### src/rtl/fork_oehb_dataless.sv
// Dataless eager fork behind a registered input slot: one control token in,
// one copy delivered independently to each of OUTPUTS consumers.

module fork_oehb_dataless_lane (
    input  logic clk,
    input  logic rst,
    input  logic i_buf_valid,
    input  logic i_fire,
    input  logic i_ready,
    output logic o_valid,
    output logic o_done
);
    logic r_sent;

    assign o_valid = i_buf_valid & ~r_sent;
    assign o_done  = r_sent | i_ready;

    // A copy taken early is remembered until every lane has its copy.
    always_ff @(posedge clk or negedge rst) begin
        if (!rst)                    r_sent <= 1'b0;
        else if (i_fire)             r_sent <= 1'b0;
        else if (o_valid & i_ready)  r_sent <= 1'b1;
    end
endmodule

module fork_oehb_dataless #(
    parameter int OUTPUTS = 2
) (
    input  logic               clk,
    input  logic               rst,
    input  logic               ins_valid,
    output logic               ins_ready,
    output logic [OUTPUTS-1:0] outs_valid,
    input  logic [OUTPUTS-1:0] outs_ready
);
    logic               r_buf_valid;
    logic [OUTPUTS-1:0] w_done;
    logic               w_fire;
    logic               w_acc;

    assign w_fire    = r_buf_valid & (&w_done);
    // Refill in the same cycle the last copy leaves, so streaming runs at 1/cycle.
    assign ins_ready = ~r_buf_valid | w_fire;
    assign w_acc     = ins_valid & ins_ready;

    always_ff @(posedge clk or negedge rst) begin
        if (!rst)        r_buf_valid <= 1'b0;
        else if (w_acc)  r_buf_valid <= 1'b1;
        else if (w_fire) r_buf_valid <= 1'b0;
    end

    for (genvar g = 0; g < OUTPUTS; g++) begin : g_lane
        fork_oehb_dataless_lane u_lane (
            .clk         (clk),
            .rst         (rst),
            .i_buf_valid (r_buf_valid),
            .i_fire      (w_fire),
            .i_ready     (outs_ready[g]),
            .o_valid     (outs_valid[g]),
            .o_done      (w_done[g])
        );
    end
endmodule
### config.mk
export PLATFORM = sky130hd
export DESIGN_NAME = fork_oehb_dataless
export DESIGN_NICKNAME = d
export VERILOG_FILES = /design/src/rtl/fork_oehb_dataless.sv
export SDC_FILE = /design/constraint.sdc
export NUM_CORES = 1
export LEC_CHECK = 0
export ABC_AREA = 1
export CAP_MARGIN = 20
export CORE_AREA = 2 2 39 41
export DETAILED_ROUTE_END_ITERATION = 8
export DIE_AREA = 0 0 41 43
export PLACE_DENSITY_LB_ADDON = 0.05
export SETUP_SLACK_MARGIN = 0.05
export SYNTH_ARGS = -nofsm -noshare
export SYNTH_HDL_FRONTEND = slang
export SYNTH_SLANG_ARGS = --single-unit
export TNS_END_PERCENT = 100
### constraint.sdc
create_clock -name clk -period 0.9 [get_ports clk]
set_clock_uncertainty 0.05 [all_clocks]
set_input_delay 0.09 -clock clk [delete_from_list [all_inputs] [get_ports clk]]
set_output_delay 0.09 -clock clk [all_outputs]
set_load 0.02 [all_outputs]
* After elaboration in Yosys (flattened, before gate mapping) *
Cells that the tools add are included.

storage, ports and cells
  register bits = 3
  bits of input ports = 5
  output and inout bits = 3
  logic and storage cells = 25

cells by class
  mux-type cells = 6
  bitwise gates (word level) = 12
  reductions and logical operators = 4

operator list
  cell               count
  $and 1x1->1        6
  $mux 1             6
  $reduce_bool 2->1  3
  $not 1->1          3
  $or 1x1->1         3
  $reduce_and 2->1   1

* Logic depth before layout (Yosys ltp) *
Gate-level depths: netlist of the first run.

  depth after elaboration = 6
  gate-level depth with buffers = 5

* Hierarchy *
From an unflattened synthesis of the first run, not the netlist that was laid out.

second synthesis, totals
  cells, all modules = 23
  area, all modules = 162.7 um^2

modules (own cells, without submodules)
  module                   times used  cells each  area each (um^2)  seq. area each (um^2)
  fork_oehb_dataless_lane  2           8           55.1              25.0
  fork_oehb_dataless       1           7           52.6              25.0

* Worst setup path before layout of the first run *
Ideal clock, no wire load.

  kind = reg2reg
  start point = register g_lane[1].u_lane.r_sent
  end point = register r_buf_valid
  arrival = 0.706 ns
  path slack = 0.015 ns
  stages on the path, launching flop included = 6
  path buffers = 0
  cells stage by stage = dfrtp_1 inv_1 nand2_1 nand2_1 nand2_1 nand2_1

on the way
  cells in the longest elaborated chain, start to end = 6
  elaborated cells between the ends (all ways) = 7
  classes of those cells = mux: 1; bitwise: 4; reduce/logical: 2

RTL lines
  item                                         line  text
  start: declaration                           13    logic r_sent;
  start signal: assignment                     20    if (!rst) r_sent <= 1'b0;
  start signal: assignment                     21    else if (i_fire) r_sent <= 1'b0;
  start signal: assignment                     22    else if (o_valid & i_ready) r_sent <= 1'b1;
  $or 1x1->1 (*)                               16    assign o_done = r_sent | i_ready;
  $reduce_and 2->1 (*)                         41    assign w_fire = r_buf_valid & (&w_done);
  $and 1x1->1 (*)                              41
  $or 1x1->1 (*)                               43    assign ins_ready = ~r_buf_valid | w_fire;
  named net ins_ready                          32    output logic ins_ready,
  $and 1x1->1 (*)                              44    assign w_acc = ins_valid & ins_ready;
  $mux 1 or $reduce_bool 2->1 (tied branches)  --
  end signal: assignment                       47    if (!rst) r_buf_valid <= 1'b0;
  end signal: assignment                       48    else if (w_acc) r_buf_valid <= 1'b1;
  end signal: assignment                       49    else if (w_fire) r_buf_valid <= 1'b0;
  end: declaration                             36    logic r_buf_valid;

The timed path passes the listed nets; every way through them passes the cells marked *.
A chain may end at the register's enable or synchronous reset.

* Worst setup path after layout of the first run *
  start point = register g_lane[0].u_lane.r_sent
  end point = output port ins_ready

on the way
  cells in the longest elaborated chain, start to end = 4

RTL lines
  item                      line
  start: declaration        13
  start signal: assignment  20
  start signal: assignment  21
  start signal: assignment  22
  $or 1x1->1                16
  $reduce_and 2->1          41
  $and 1x1->1               41
  $or 1x1->1                43
  end: declaration          32

No other way between the ends.

==> results of run 1 <==
==> kinds of logic after synthesis <==
| logic type | share of synthesized area [%] |
|---|---|
| AOI/OAI and AO/OA | 5.926 |
| buffers and inverters | 26.66 |
| DFF | 44.44 |
| and+or+nand+nor | 22.96 |
==> metal layers <==
metal  up-vias  global-route usage, %  part of all wire, %
met5         -                      0                    0
met4         0                  8.000                    0
met3         0                  1.571                  6.3
met2         4                  7.500                   53
met1        78                  5.466                   40
li1         97                      -                    -
==> per-stage QoR <==
step	util, %	setup slack (ns)	instance area (µm²)	instances
after floorplan	-	0.07252	171.4	25
after global placement	19.98	-0.6449	276.5	50
after detailed placement	19.98	-0.6356	276.5	50
after CTS	22.88	-0.2498	316.6	56
after global routing	23.06	-0.2857	319.1	56
final	23.06	-0.2245	319.1	56
==> power by group through the flow <==
stage	registers, µW	logic, µW	clock network (µW)
3_5_place_dp	226	439	0
2_1_floorplan	218	288	0
5_1_grt	234	501	245
6_report	229	455	230
4_1_cts	225	459	244
3_3_place_gp	228	443	0
==> cells in the final DEF (no fill, tap or decap) <==
cell type / instances
nand2_2: 2
clkbuf_1: 1
clkdlybuf4s50_1: 4
dlygate4sd3_1: 1
nor2_1: 2
dfrtp_1: 3
clkbuf_4: 3
buf_6: 1
buf_4: 7
inv_1: 6
nand2_1: 5
nand3_1: 1
o21ai_1: 2
inv_2: 2
==> cell type report <==
type | instances | area (µm²)
clock buffers | 4 | 26.28
fillers | 164 | 1065
inverters | 8 | 30.03
multi-input cells | 12 | 53.80
flip-flops and latches | 3 | 75.07
well taps | 16 | 20.02
repair buffers | 13 | 113.9
==> repair_timing <==
action                                 CTS  global route
setup buffers                            1             0
pin swaps                                2             1
hold buffers                             1             0
endpoints found under the hold margin    3             0
setup endpoints to repair                6             6
gates resized for setup                 16             2
==> registers in the layout, indices dropped and copies added (netlist names) <==
name,cells
g_lane.u_lane.r_sent,2
r_buf_valid,1
==> worst paths after layout <==
check | start | endpoint | slack [ns] | cells after the start
max in group asynchronous | rst | g_lane[0].u_lane.r_sent | 0.13 | 2
worst min-delay path | ins_valid | r_buf_valid | 0.34 | 3
worst max-delay path | g_lane[0].u_lane.r_sent | ins_ready | -0.22 | 5
worst max register to register | g_lane[0].u_lane.r_sent | r_buf_valid | -0.12 | 7
min in group asynchronous | rst | r_buf_valid | 0.53 | 2
worst min register to register | g_lane[0].u_lane.r_sent | g_lane[0].u_lane.r_sent | 0.54 | 4
==> critical path: cells and delay by family, from the launching register on <==
kind          cells  cell delay [ns]
simple gates      3             0.19
flops             1             0.37
buf+inv           2             0.20
==> run_results.csv, run 1 <==
group,metric,value,unit
power,power.clock.fraction,25.2,%
timing,max_freq,0.8892,GHz
timing,rsz0062_at_grt,"yes",
timing,worst_pin_slew,0.1417,ns
routing,viasPerCell,3.196,
timing,fin_ws,-0.2245,ns
power,combPwrFrac,49.8,%
clock_network,cts_tree,"built",
clock_network,cts.sinks,3,
routing,dr.pass1.iters,1,
final_layout,syn2layout_area_growth,88.89,%
floorplan,core,1384,µm²
floorplan,io_pins,8,
critical_path,slowest_stage,"dfrtp_1",
critical_path,max_stage_delay,0.37,ns
place,dp_hpwl,301.2,µm
yosys,syn_area_per_cell,6.756,µm²
clock_network,cts_buffer_depth,2,
floorplan,dieArea,1763,µm²
final_layout,nNetsFinal,46,
yosys,synth_edf_count,0,
grt,grt_pass1_wl,614,µm
routing,wl_per_cell,6.482,µm
clock_network,clk_pin_slew_worst_paths,0.04,ns
grt,grtUsageTotal,5.622,%
final_layout,num_antenna_cells,0,
place,place_congestion,0.5569,
power,intPower,580.7,µW
run,cap_viol_max_count,0,
yosys,seq_area_frac_synth,44.44,%
power,p_switching,333.3,µW
yosys,ys_seq_elements,3,
floorplan,die_h,43,µm
clock_network,clk_latency,0.23,ns
routing,drc,0,
grt,grt_max_degree,5,
yosys,synth_top_flop_cell,"dfrtp_1",
timing,maxSlewHeadroom,90.52,%
clock_network,cts_buffers,3,
timing,slew_viol_final,0,
power,power_density,2865,nW/µm²
timing,setup_tns,-0.6888,ns
critical_path,required,0.76,ns
place,portBuffers,7,
routing,vias,179,
grt,grt_pass1_vias,177,
worst_hold_path,hp-class,"in -> reg",
timing,fin_crit,1.125,ns
yosys,synth_nets,30,
yosys,yosys-top-cells-area,"dfrtp_1 44%, inv_1 16%, nand2_1 16%",
clock_network,htreeDepth,1,
critical_path,path_cells,"inv_1 > nand2_1 > nand2_1 > nand2_2 > buf_6",
yosys,synthArstFlopShare,100.0,%
critical_path,path_class,"reg -> out",
power,swShare,36.47,%
timing,finalHoldViolations,0,
routing,wirelength,363,µm
yosys,synth_area,168.9,µm²
power,power,914.0,µW
critical_path,path_max_fanout,2,
floorplan,fp-row-count,14,
floorplan,initial_core_util,12.21,%
critical_path,cp.arrival,0.98,ns
timing,min_period_over_period,124.9,%
run_status,violations,"negative setup slack",
yosys,yosysWarnings,0,
yosys,synth_top_area_share,44.44,%
routing,drt_iter0_drc,0,
yosys,synthTopCellsByCount,"7 x inv_1, 7 x nand2_1, 3 x dfrtp_1",
yosys,synth.distinct_cells,8,
yosys,synth.largest_area_cell,"dfrtp_1",
grt,overflow,0,
floorplan,die_x,41,µm
critical_path,cp-end-kind,"output pin",
routing,ant_nets,0,
power,seqPwrFrac,25.0,%
timing,setup_viol,6,
final_layout,drive_gt1_share,37.50,%
clock_network,cts_root_buf,"clkbuf_4",
critical_path,path_common_cell,"nand2_1",
power,ir_drop,0.8332,mV
timing,holdWs,0.3418,ns
critical_path,cp-start-kind,"register",
run_status,status,"complete, but fails checks",
yosys,synth_cells,25,
grt,antenna_found_initial,0,
power,p_leak,0.0001814,µW
(Power assumes the default switching activity.)
==> run 2, diff against run 1 <==
Settings changed: ABC_AREA 1 to not set.
==> run 2 against run 1 <==
The flow still finishes with violations (negative setup slack); core utilization rose by 2.4 points; clock power barely moved; area after synthesis down 7.4%; critical path type unchanged; clock-buffer cell count did not move; highest routed layer unchanged; largest cell class unchanged; non-clock buffer count rose by 3; largest power group unchanged; final cell count down 11%; power down 18%; sequential power decreased by 18%; worst hold slack gained 0.041 ns; wire length grew 12%.
==> run_results.csv, run 2 <==
group,metric,value,unit
critical_path,r2r_end,"g_lane[1].u_lane.r_sent",
floorplan,initial_core_util,11.30,%
power,swShare,28.88,%
final_layout,layout_commonest_cell,"buf_4",
clock_network,htreeDepth,1,
floorplan,core,1384,µm²
grt,grt_pass1_vias,174,
yosys,synth_nets,21,
final_layout,nNetsFinal,40,
place,place_inst,43,
yosys,yosys-top-cells-area,"dfrtp_1 48%, buf_4 9.6%, o21a_1 9.6%",
critical_path,cp-end-kind,"output pin",
routing,wirelength,408,µm
timing,setup_viol,6,
power,ir_drop,0.6435,mV
critical_path,r2r_start,"g_lane[0].u_lane.r_sent",
timing,setup_tns,-0.8294,ns
final_layout,top_regs,"g_lane.u_lane.r_sent: 2 flops, r_buf_valid: 1 flops",
floorplan,dieArea,1763,µm²
run_status,status,"complete, but fails checks",
timing,maxSlewHeadroom,90.57,%
critical_path,cp-start-kind,"register",
critical_path,cp.arrival,1.00,ns
final_layout,regMostFlops,"g_lane.u_lane.r_sent",
routing,drt_iter0_drc,2,
critical_path,max_stage_delay,0.39,ns
place,dpl-instance-area,276.5,µm²
final_layout,largest_reg_flops,2,
worst_hold_path,min_path_cells,2,
timing,max_freq,0.8806,GHz
place,dp_hpwl,307.4,µm
floorplan,io_pins,8,
yosys,ys_seq_elements,3,
critical_path,path_class,"reg -> out",
clock_network,clk_latency,0.23,ns
critical_path,required,0.76,ns
floorplan,fp-row-count,14,
floorplan,die_x,41,µm
routing,ant_nets,0,
routing,drc,0,
yosys,synth_edf_count,0,
critical_path,worstRegToRegCells,4,
worst_hold_path,hp-class,"in -> reg",
routing,dr.pass1.iters,2,
final_layout,num_antenna_cells,0,
power,intPower,530.6,µW
clock_network,cts_buffer_depth,2,
place,portBuffers,7,
clock_network,cts_root_buf,"clkbuf_4",
final_layout,fin_util,25.50,%
timing,rsz0062_at_grt,"yes",
power,p_leak,0.0001625,µW
grt,overflow,0,
critical_path,critPathTopFamily,"flip-flops",
timing,holdWs,0.3827,ns
yosys,synth_area,156.4,µm²
worst_hold_path,hold_path_end,"r_buf_valid",
final_layout,design_area,352.8,µm²
routing,wl_per_cell,8.160,µm
power,seqPwrFrac,25.1,%
timing,finalHoldViolations,0,
critical_path,timing.critical_path.buf_inv,1,
yosys,synth_cells,16,
yosys,synth_top_flop_cell,"dfrtp_1",
grt,grtUsageTotal,5.740,%
critical_path,slowest_stage,"dfrtp_1",
timing,fin_crit,1.136,ns
timing,slew_viol_final,0,
yosys,seq_area_frac_synth,48.00,%
worst_hold_path,hp-start,"ins_valid",
routing,viasPerCell,3.360,
timing,fin_ws,-0.2356,ns
yosys,synth.distinct_cells,10,
floorplan,die_h,43,µm
power,combPwrFrac,44.0,%
final_layout,syn2layout_area_growth,125.6,%
power,p_switching,215.5,µW
power,power.clock.fraction,30.9,%
yosys,synthArstFlopShare,100.0,%
critical_path,rrSetupSlack,-0.11,ns
timing,min_period_over_period,126.2,%
yosys,synthTopCellsByCount,"3 x dfrtp_1, 2 x a21oi_1, 2 x buf_4, 2 x nor2_1, 2 x o21a_1",
clock_network,cts_tree,"built",
clock_network,clk_pin_slew_worst_paths,0.04,ns
routing,vias,168,
clock_network,cts.sinks,3,
power,power_density,2114,nW/µm²
grt,grt_max_degree,5,
critical_path,path_max_fanout,3,
timing,worst_pin_slew,0.1414,ns
grt,antenna_found_initial,0,
critical_path,path_cells,"o22ai_2 > nand2_1 > buf_6",
run,cap_viol_max_count,0,
final_layout,drive_gt1_share,52.94,%
yosys,syn_area_per_cell,9.775,µm²
final_layout,instances_no_fill,50,
yosys,yosysMostFrequentCell,"dfrtp_1",
final_layout,final_cell_mix,"6 x buf_4, 5 x buf_6, 4 x clkdlybuf4s50_1",
yosys,yosysWarnings,0,
clock_network,cts_buffers,3,
place,place_congestion,0.5664,
run_status,violations,"negative setup slack",
yosys,synth.largest_area_cell,"dfrtp_1",
grt,grt_pass1_wl,607,µm
yosys,synth_top_area_share,48.00,%
-- run 2: cell families after synthesis --
kind of cell           after synthesis  share of synthesized area (%)
AOI/OAI and AO/OA                    6                          24.80
and+or+nand+nor                      5                          17.60
DFF                                  3                          48.00
buffers and inverters                2                          9.597
-- run 2: timing repair --
action,CTS,global route
hold buffers,1,0
pin swaps,5,2
endpoints found under the setup margin,6,6
gates resized for setup,23,0
buffers inserted,3,0
endpoints found under the hold margin,3,0
-- run 2: area by class of cell --
cell class | instances | area, µm²
fill | 155 | 1031
multi-input combinational | 11 | 80.08
timing repair buffer | 16 | 151.4
clock buffer | 4 | 26.28
tap | 16 | 20.02
sequential | 3 | 75.07
-- run 2: worst max path at each step --
stage / start / endpoint / slack, ns / cells past startpoint
6_report: g_lane[0].u_lane.r_sent / ins_ready / -0.24 / 3
5_1_grt: g_lane[0].u_lane.r_sent / ins_ready / -0.30 / 3
4_1_cts: g_lane[0].u_lane.r_sent / ins_ready / -0.26 / 3
3_5_place_dp: outs_ready[0] / ins_ready / -0.60 / 4
3_3_place_gp: outs_ready[0] / ins_ready / -0.59 / 4
2_1_floorplan: r_buf_valid / outs_valid[0] / 0.02 / 2
-- run 2: worst reg2reg max path: stages (launching register included) --
cell     delay, ns
dfrtp_1       0.39
buf_4         0.14
buf_6         0.10
o21a_1        0.17
nor2_1        0.09
-- run 2: per-stage QoR --
| stage | total power, µW | worst slack [ns] |
|---|---|---|
| 6_report | 746.0 | -0.2356 |
| 5_1_grt | 799.0 | -0.3000 |
| 4_1_cts | 767.2 | -0.2591 |
| 3_5_place_dp | 450.7 | -0.5971 |
| 3_3_place_gp | 451.7 | -0.5907 |
| 2_1_floorplan | 342.2 | 0.01510 |
-- run 2: power groups by stage --
stage / clock, µW / combinational, µW / sequential [µW]
2_1_floorplan: 0 / 157 / 185
3_3_place_gp: 0 / 264 / 188
4_1_cts: 245 / 333 / 189
3_5_place_dp: 0 / 263 / 188
5_1_grt: 258 / 349 / 192
6_report: 231 / 328 / 187
-- run 2: metal layers --
layer	vias up	global-route usage [%]	wire length (µm)
met2	6	6.875	197
met1	74	6.494	177
met4	0	6.000	0
met5	-	0	0
met3	0	3.141	33
li1	88	-	-
